--- src/rtl/round_robin_encoder_4.sv ---
// Four-channel round-robin arbiter driving a 2-4 decoder with a registered channel index.
// Optional hold-time limit with forced release is enabled by defining ARB_TIMEOUT_EN.
module round_robin_encoder_4 #(
    parameter int unsigned HOLD_MAX = 16
) (
    input  logic       Clock_In,
    input  logic       Reset_In,
    input  logic [3:0] Request_In,
    input  logic       Release_In,
    output logic       Grant_Valid_Out,
    output logic [1:0] Encoded_Value_Out,
    output logic       Decoder_Reset_Out,
    output logic       Timeout_Out
);

    typedef enum logic [1:0] {
        ST_IDLE  = 2'd0,
        ST_GRANT = 2'd1,
        ST_GAP   = 2'd2
    } state_t;

    state_t     state_r, state_s;
    logic [1:0] ptr_r, ptr_s;
    logic [1:0] enc_r, enc_s;
    logic       grant_valid_r, grant_valid_s;
    logic       timeout_r, timeout_s;
    logic [2:0] win_s;
    logic       normal_end_s;
    logic       limit_s;
`ifdef ARB_TIMEOUT_EN
    logic [7:0] cnt_r, cnt_s;
`endif

    // HOLD_MAX must fit the 8-bit saturating hold counter
    if ((HOLD_MAX < 2) || (HOLD_MAX > 255)) begin : g_hold_max_check
        $error("HOLD_MAX out of range 2..255");
    end

    // Returns {found, index} of the first requesting channel at or after ptr, wrapping D->A
    function automatic logic [2:0] pick_winner(input logic [3:0] req, input logic [1:0] ptr);
        logic [2:0] res;
        logic [1:0] idx;
        res = 3'b000;
        for (int i = 3; i >= 0; i--) begin
            idx = ptr + 2'(i);
            if (req[idx]) begin
                res = {1'b1, idx};
            end else begin
                res = res;
            end
        end
        return res;
    endfunction

    // Next-state, pointer, index and pulse logic
    always_comb begin
        state_s       = state_r;
        ptr_s         = ptr_r;
        enc_s         = enc_r;
        grant_valid_s = 1'b0;
        timeout_s     = 1'b0;
        win_s         = pick_winner(Request_In, ptr_r);
        normal_end_s  = Release_In | ~Request_In[enc_r];
`ifdef ARB_TIMEOUT_EN
        cnt_s         = cnt_r;
        limit_s       = (cnt_r == 8'(HOLD_MAX));
`else
        limit_s       = 1'b0;
`endif
        case (state_r)
            ST_IDLE: begin
                if (win_s[2]) begin
                    state_s       = ST_GRANT;
                    enc_s         = win_s[1:0];
                    grant_valid_s = 1'b1;
                    ptr_s         = win_s[1:0] + 2'd1;
`ifdef ARB_TIMEOUT_EN
                    cnt_s         = 8'd1;
`endif
                end else begin
                    state_s = ST_IDLE;
                end
            end
            ST_GRANT: begin
                if (normal_end_s) begin
                    state_s = ST_GAP;
                end else if (limit_s) begin
                    // Forced release only reports a timeout when no normal release coincides
                    state_s   = ST_GAP;
                    timeout_s = 1'b1;
                end else begin
                    state_s       = ST_GRANT;
                    grant_valid_s = 1'b1;
`ifdef ARB_TIMEOUT_EN
                    if (cnt_r != 8'hFF) begin
                        cnt_s = cnt_r + 8'd1;
                    end else begin
                        cnt_s = cnt_r;
                    end
`endif
                end
            end
            ST_GAP: begin
                state_s = ST_IDLE;
            end
            default: begin
                state_s = ST_IDLE;
            end
        endcase
    end

    // State and output registers with synchronous reset
    always_ff @(posedge Clock_In) begin
        if (Reset_In) begin
            state_r       <= ST_IDLE;
            ptr_r         <= 2'd0;
            enc_r         <= 2'b00;
            grant_valid_r <= 1'b0;
            timeout_r     <= 1'b0;
`ifdef ARB_TIMEOUT_EN
            cnt_r         <= 8'd0;
`endif
        end else begin
            state_r       <= state_s;
            ptr_r         <= ptr_s;
            enc_r         <= enc_s;
            grant_valid_r <= grant_valid_s;
            timeout_r     <= timeout_s;
`ifdef ARB_TIMEOUT_EN
            cnt_r         <= cnt_s;
`endif
        end
    end

    assign Grant_Valid_Out   = grant_valid_r;
    assign Encoded_Value_Out = enc_r;
    assign Decoder_Reset_Out = ~grant_valid_r;
    assign Timeout_Out       = timeout_r;

endmodule

--- config.mk ---
export PLATFORM = sky130hd
export DESIGN_NAME = round_robin_encoder_4
export DESIGN_NICKNAME = d
export VERILOG_FILES = /design/src/rtl/round_robin_encoder_4.sv
export SDC_FILE = /design/constraint.sdc
export NUM_CORES = 1
export LEC_CHECK = 0
export BUFFER_PORTS_ARGS = -buffer_cell sky130_fd_sc_hd__buf_2
export CAP_MARGIN = 10
export CORE_AREA = 2 2 39 41
export CTS_CLUSTER_SIZE = 8
export DETAILED_ROUTE_END_ITERATION = 10
export DIE_AREA = 0 0 41 43
export PLACE_DENSITY = 0.47
export SLEW_MARGIN = 10
export SYNTH_ARGS = -nofsm -noshare
export SYNTH_HDL_FRONTEND = slang
export SYNTH_SLANG_ARGS = --single-unit
--- constraint.sdc ---
create_clock -name Clock_In -period 1.2 [get_ports Clock_In]
set_input_delay 0.24 -clock Clock_In [delete_from_list [all_inputs] [get_ports Clock_In]]
set_output_delay 0.24 -clock Clock_In [all_outputs]
set_load 0.01 [all_outputs]
* Word level (Yosys, flattened, before mapping)
Cells that the tools add are included.
** Word-level totals
- Flip-flop bits (word level) :: 7
- Output and inout port bits :: 5
** Operators by class
- Reduce and logical (&&, ||, !) cells :: 2
- Multiplexer cells :: 20
- Order comparisons :: 5
- $add $sub $neg :: 4
- Bitwise logic cells :: 3
- Equal/unequal tests :: 1
** Operators by type and width (count)
- 2-bit by 3-bit less-than comparator with 1-bit output (second input constant) :: 5
- 3-bit 2-to-1 mux :: 4
- 1-bit binary-select mux with 2-bit select :: 5
- 1-bit 2-to-1 mux :: 8
- 2-bit by 1-bit adder with 2-bit output (second input constant) :: 2
- 2-bit adder (second input constant) :: 2
- 2-bit case mux with 2 select lines :: 1
- 2-bit by 1-bit == test with 1-bit output (second input constant) :: 1
- 2-bit zero test :: 1
- 2-bit 2-to-1 mux :: 1
- 1-bit NOT :: 2
- 1-bit case mux with 2 select lines :: 1
- 2-bit AND reduction :: 1
- 1-bit OR :: 1

* Depth between registers and ports, before layout
Gate-level depths: netlist of the first run.
- Depth in word-level cells :: 9
- Depth in mapped cells :: 5
- Gate-level depth less buffers :: 5

* Worst setup path before layout of the first run
No wires, ideal clock.
- Path kind :: register to register
- From :: register enc_r[0], in the netlist Encoded_Value_Out[0]
- To :: register state_r[1]
- Buffers on the path :: 0
- Cell stages (with the launch flop) :: 4
- Data arrival time :: 1.198 ns
- Path slack :: -0.094 ns
- Path through :: dfxtp_1 mux4_1 nand2b_1 nor4b_1
** On the way
- Word-level cells in the longest chain between the ends :: 6
** Ends and longest elaborated chain
- from (decl) :: RTL line 24 : logic [1:0] enc_r, enc_s;
- from (signal assigned) :: RTL line 126 : enc_r <= enc_s;
- 1-bit binary-select mux with 2-bit select :: RTL line 63 : normal_end_s = Release_In | ~Request_In[enc_r];
- 1-bit 2-to-1 mux (implied by the code) :: RTL line 63
- 1-bit NOT :: RTL line 63
- 1-bit OR :: RTL line 63
- 2-bit 2-to-1 mux :: RTL line 85 : if (normal_end_s) begin
- 2-bit case mux with 2 select lines :: RTL line 70 : case (state_r)
- to (signal assigned) :: RTL line 124 : state_r <= state_s;
- to (decl) :: RTL line 22 : state_t state_r, state_s;
Every way passes these cells. The select of a mux whose other input is x is not followed.
A chain may end at the register's enable or synchronous reset.

* Worst setup path after layout of the first run
- From :: register ptr_r[0]
- To :: register ptr_r[1]
** On the way
- Word-level cells in the longest chain between the ends :: 8
- Elaborated cells on any way between the ends :: 17
** Ends and longest elaborated chain
- from (decl) :: RTL line 23 : logic [1:0] ptr_r, ptr_s;
- from (signal assigned) :: RTL line 125 : ptr_r <= ptr_s;
- 2-bit adder :: RTL line 45 : idx = ptr + 2'(i);
- 1-bit binary-select mux with 2-bit select :: RTL line 46 : if (req[idx]) begin
- 1-bit 2-to-1 mux (implied by the code) :: RTL line 46
- 3-bit 2-to-1 mux (3 in series) :: RTL line 46
- 3-bit 2-to-1 mux (*) :: RTL line 46
- 2-bit by 1-bit adder with 2-bit output / 2-bit AND reduction (equally long branches)
Mark *: on every way between the ends. The rest lies on a longest branch, timed or not. The select of a mux whose other input is x is not followed.

==> results of run 1 <==
worst min path at each step:
stage	startpoint	to	slack, ns
2_1_floorplan	Reset_In	ptr_r[1]$_SDFFE_PP0P_	0.30
3_3_place_gp	Reset_In	ptr_r[0]$_SDFFE_PP0P_	0.50
3_5_place_dp	Reset_In	ptr_r[1]$_SDFFE_PP0P_	0.51
4_1_cts	Reset_In	ptr_r[1]$_SDFFE_PP0P_	0.26
5_1_grt	Reset_In	ptr_r[0]$_SDFFE_PP0P_	0.30
6_report	Reset_In	ptr_r[0]$_SDFFE_PP0P_	0.29
registers in the layout (all words and copies together) (netlist names):
| register | cells |
|---|---|
| state_r | 2 |
| ptr_r | 2 |
| Encoded_Value_Out | 2 |
placed cells by master (no fill, tap or decap):
| master | Yosys | final |
|---|---|---|
| buf_4 | 1 | 7 |
| inv_1 | 2 | 2 |
| a211oi_4 | 1 | 1 |
| nor3_4 | 0 | 1 |
| and2_1 | 1 | 1 |
| dfxtp_2 | 0 | 3 |
| a22o_4 | 1 | 1 |
| conb_1 | 1 | 1 |
| a21oi_2 | 0 | 1 |
| mux4_2 | 0 | 1 |
| nor2_1 | 5 | 5 |
| dfxtp_1 | 6 | 3 |
| nor4b_4 | 0 | 1 |
| mux2i_1 | 2 | 2 |
| nor4_1 | 1 | 1 |
| inv_2 | 2 | 2 |
| clkbuf_4 | 0 | 3 |
| a211oi_2 | 1 | 2 |
| a21oi_1 | 4 | 3 |
| a2111oi_4 | 0 | 1 |
| o21ai_0 | 1 | 1 |
| buf_2 | 0 | 10 |
| nand2b_4 | 0 | 1 |
| nand2b_1 | 3 | 2 |
| xnor2_1 | 1 | 1 |
critical path, stage by stage, from the launching register on:
cell      delay, ns
dfxtp_2        0.35
inv_2          0.04
a22o_4         0.24
a211oi_4       0.26
xnor2_1        0.11
a211oi_2       0.21
stage by stage:
step                utilization (%)  TNS [ns]
global route                   40.1    -0.522
detailed placement             34.3    -0.597
finish                         40.1    -0.200
global placement               34.3    -0.539
CTS                            37.2    -0.214
floorplan                         -         0
cell families (layout without fill, tap and decap cells):
family	Yosys count	in the layout	synth area share (%)
buffers and inverters	5	24	6.23
XOR/XNOR	1	1	2.42
AO/OA/AOI/OAI	10	10	25.3
multiplexers	3	3	12.8
AND/OR/NAND/NOR	12	12	19.0
flip-flops	6	6	33.2
other	1	1	1.04
layout make-up:
class                      instances  area, um2  area share, %
multi-input combinational         27        272           48.9
sequential                         6        124           22.3
tap                               16       20.0           3.60
timing repair buffer              17        103           18.5
clock buffer                       3       22.5           4.05
inverter                           4       15.0           2.70
power by group through the flow:
stage	registers (mW)	logic (mW)	clock network, mW
2_1_floorplan	0.272	0.149	0
3_5_place_dp	0.263	0.257	0
4_1_cts	0.262	0.276	0.193
3_3_place_gp	0.264	0.257	0
5_1_grt	0.271	0.337	0.201
6_report	0.267	0.303	0.180
synthesized netlist by cell type, drive strengths merged:
| cell | n | area share (%) |
|---|---|---|
| conb | 1 | 1.0 |
| a21oi | 4 | 5.5 |
| mux2i | 2 | 5.5 |
| buf | 1 | 2.1 |
| and2 | 1 | 1.7 |
| mux4 | 1 | 7.3 |
| nor4b | 1 | 2.4 |
| o21ai | 1 | 1.4 |
| dfxtp | 6 | 33 |
| nor3 | 1 | 2.8 |
| a211oi | 3 | 11 |
| xnor2 | 1 | 2.4 |
| inv | 4 | 4.2 |
| nor2 | 5 | 5.2 |
| a2111oi | 1 | 2.4 |
| nand2b | 3 | 5.2 |
| a22o | 1 | 4.8 |
| nor4 | 1 | 1.7 |
routing by layer:
metal	GRT usage, %	vias up
li1	-	177
met1	16.3	151
met2	13.8	9
met3	1.57	0
met4	8.00	0
met5	0	-
what timing repair did:
action                                  4_1_cts  5_1_grt
buffers inserted                              1        0
hold endpoints to repair                      0        0
gates resized for setup                       3        6
pin swaps                                     0        2
hold buffers                                  0        0
endpoints found under the setup margin        4        6
==> run metrics, run 1 <==
nets@finish=66; largest net degree at the start of global routing=7; Worst setup SP type=flip-flop; Post-DP Area=474 um2; # IOs=12; DR iter-0 viols=5; RSZ-0062 raised after global routing=true; Max Used Layer=met3; crit path capture type=flip-flop; fmax=0.777 GHz; fin crit period=1.29 ns; yosys synthesis warning count=0; sequential share of power=35.6%; maximum buffer depth of the clock tree=2; Detailed Route WL=747 um; area grow syn2layout=53.6%; initial core utilization=26.1%; DRT met1 WL=368 um; mapped cell area=362 um2; share of cells above drive strength 1=61.4%; Die ar.=1760 um2; leakage power=0.248 nW; Antenna Cells=0; max-capacitance violation count=0; FF-to-FF setup slack=-0.09 ns; outcome=finished with violations; Reg2Reg Capture Point=ptr_r[1]$_SDFFE_PP0P_; crit path to=ptr_r[1]$_SDFFE_PP0P_; pwr dens=1350 nW/um2; Die Height=43 um; final setup vio count=5; syn_nets=45; Core ar.=1380 um2; failing checks=negative setup slack; post-layout instance area=556 um2; Hold Vio Cnt, Final=0; Worst Hold Slack=0.291 ns; GRT Total Usage=11.0%; met2 routed wirelength=327 um; Setup CP Type=reg2reg; CTS Buf Count=3; 1st-pass router iterations=4; TritonCTS clock tree=yes; critical path data arrival time=1.45 ns; vias in the first global route=338; synthesized instance count=38; row count=14; Cell variety after synth=21; initial antenna violation count=0; Logic pwr share=40.4%; critical path fanouts, max=3; gr ovfl total=0; clk_skew=0.00415 ns; post-synthesis sequential area ratio=33.2%; clk_lat worst skew=0.24 ns; total power draw=0.750 mW; clock power share=24.0%; worst reg-to-reg path cell count=5; Placer Congestion=0.660; global-route wire length before repair=1320 um; final worst-path cycle share=107%; met3 WL post-DR=51 um; Slew Viols, Final=0; TritonCTS Sinks=6; setup ws final=-0.0868 ns; CTS root buffer=clkbuf_4; post-DP HPWL=580 um; post-route ant nets=0; PortBufs=10; Sw Pwr=0.237 mW; worst setup path start=ptr_r[0]$_SDFFE_PP0P_; Fillers=131; routed vias/inst=4.62; H-tree Lvls=1; Int Power=0.513 mW; DR WL/cell=10.2 um; peak supply drop=0.619 mV; DR vias=337; Die Wd=41 um; clock slew at the register clock pins of the worst setup and hold paths=0.04 ns; worst hold path type=in2reg; hold depth=2; DRC Markers=0; Placed Cells=69; critical path data required time=1.36 ns; average cell area after synthesis=9.52 um2; post-place setup slack=-0.148 ns; filler-free cell count of the finished design=73; Worst R2R Start=ptr_r[0]$_SDFFE_PP0P_; Sw Ratio=31.6%; FF+latch count, synth=6
No activity file was read; power rests on OpenSTA's default activity.
==> run 2, diff against run 1 <==
--- a/config.mk
+++ b/config.mk
@@ -7,11 +7,13 @@
 export LEC_CHECK = 0
 export BUFFER_PORTS_ARGS = -buffer_cell sky130_fd_sc_hd__buf_2
 export CAP_MARGIN = 10
-export CORE_AREA = 2 2 39 41
+export CELL_PAD_IN_SITES_DETAIL_PLACEMENT = 1
+export CELL_PAD_IN_SITES_GLOBAL_PLACEMENT = 2
+export CORE_MARGIN = 2
+export CORE_UTILIZATION = 23
 export CTS_CLUSTER_SIZE = 8
 export DETAILED_ROUTE_END_ITERATION = 10
-export DIE_AREA = 0 0 41 43
-export PLACE_DENSITY = 0.47
+export PLACE_DENSITY = 0.64
 export SLEW_MARGIN = 10
 export SYNTH_ARGS = -nofsm -noshare
 export SYNTH_HDL_FRONTEND = slang
==> run metrics, run 2 (synthesized netlist as in run 1, its figures left out) <==
outcome=finished with violations; failing checks=negative setup slack; setup ws final=-0.0326 ns; leakage power=0.247 nW; Worst path slowest cell=dfxtp_2; Core ar.=1490 um2; area grow syn2layout=49.8%; filler-free cell count of the finished design=74; peak supply drop=0.668 mV; nets@finish=67; post-place setup slack=-0.128 ns; DRT met1 WL=442 um; pwr dens=1380 nW/um2; DR vias=347; GRT Total Usage=10.0%; gr ovfl total=0; clk_skew=0.00110 ns; critical path fanouts, max=3; Die ar.=1910 um2; DR WL/cell=11.9 um; Setup CP Type=reg2reg; Max Used Layer=met3; share of cells above drive strength 1=60.3%; final worst-path cycle share=103%; worst hold path type=in2reg; clk_lat worst skew=0.23 ns; row count=14; met3 WL post-DR=46 um; CTS Buf Count=3; DR iter-0 viols=1; worst path bufs/invs=1; TritonCTS Sinks=6; Die Wd=43.7 um; # IOs=12; final setup vio count=4; Placer Congestion=0.684; critical path data arrival time=1.35 ns; Post-CTS Hold Fix Bufs=0; PortBufs=10; 1st-pass router iterations=2; clock slew at the register clock pins of the worst setup and hold paths=0.04 ns; RSZ-0062 raised after global routing=true; Slew Viols, Final=0; H-tree Lvls=1; CTS root buffer=clkbuf_4; Antenna Cells=0; Hold Vio Cnt, Final=0; Core Util, Final=36.4%; global-route wire length before repair=1460 um; Fillers=181; most common cell after layout, fill and taps aside=buf_2; critical path's top delay family=compound AO/OA/AOI/OAI gates; critical path data required time=1.31 ns; post-route ant nets=0; DRC Markers=0; fmax=0.811 GHz; post-DP HPWL=673 um; vias in the first global route=343; Die Height=43.7 um; fin crit period=1.23 ns; Detailed Route WL=879 um; initial antenna violation count=0; max-capacitance violation count=0; largest net degree at the start of global routing=7; Critical Path Max Stage Delay=0.33 ns; crit path capture type=flip-flop; initial core utilization=24.3%; routed vias/inst=4.69; Worst setup SP type=flip-flop; TritonCTS clock tree=yes; most frequent cells in the layout=buf_2, buf_4, nor2_1; met2 routed wirelength=389 um; Placed Cells=69; maximum buffer depth of the clock tree=2; crit path cell chain=inv_2, a22o_4, a211oi_4, xnor2_1, a211oi_2
## run 2: changes by cell type in the layout (fill, tap and decap cells not counted), sizes merged
cell | previous run | this run
buf | 17 | 18
## run 2: timing repair
item,4_1_cts,5_1_grt
gates resized for setup,2,3
endpoints found under the setup margin,5,6
pin swaps,4,2
setup buffers,1,1
## run 2: worst paths after layout
path / start / endpoint / slack [ns] / cells past startpoint
worst max-delay path: ptr_r[0]$_SDFFE_PP0P_ / ptr_r[1]$_SDFFE_PP0P_ / -0.03 / 5
worst max register to register: ptr_r[0]$_SDFFE_PP0P_ / ptr_r[1]$_SDFFE_PP0P_ / -0.03 / 5
worst min register to register: state_r[0]$_SDFF_PP0_ / state_r[0]$_SDFF_PP0_ / 0.52 / 1
worst min-delay path: Reset_In / Encoded_Value_Out[0]$_SDFFE_PP0P_ / 0.28 / 2
## run 2: cell type report
class                           instances  area (um2)  share of cell area (%)
Multi-Input combinational cell         27         251                    46.4
Sequential cell                         6         123                    22.6
Timing Repair Buffer                   18         110                    20.3
Clock buffer                            3        22.5                    4.16
Tap cell                               16        20.0                    3.70
Inverter                                4        15.0                    2.77
## run 2: power by group
part           switching, mW  internal, mW
Combinational          0.138         0.168
Sequential            0.0320         0.233
Clock                 0.0646         0.113
## run 2: per-stage QoR
| stage | area, um2 | hold WS [ns] | TNS (ns) | power (mW) |
|---|---|---|---|---|
| 2_1_floorplan | 367 | 0.305 | 0 | 0.421 |
| 3_3_place_gp | 474 | 0.485 | -0.364 | 0.528 |
| 3_5_place_dp | 474 | 0.481 | -0.487 | 0.532 |
| 4_1_cts | 514 | 0.265 | -0.224 | 0.735 |
| 5_1_grt | 542 | 0.300 | -0.566 | 0.803 |
| 6_report | 542 | 0.285 | -0.0753 | 0.748 |
## run 2: worst register-to-register path: cells and delay by family, from the launching register on
family                    cells  cell delay, ns
AOI/OAI and AO/OA             3            0.57
buffers and inverters         1            0.04
xor gates and xnor gates      1            0.17
DFF                           1            0.33
## run 2: per-layer routing
| metal | GRT usage, % | up-vias |
|---|---|---|
| met1 | 15.7 | 165 |
| met5 | 0 | - |
| met3 | 2.50 | 0 |
| li1 | - | 173 |
| met4 | 1.82 | 0 |
| met2 | 13.8 | 9 |
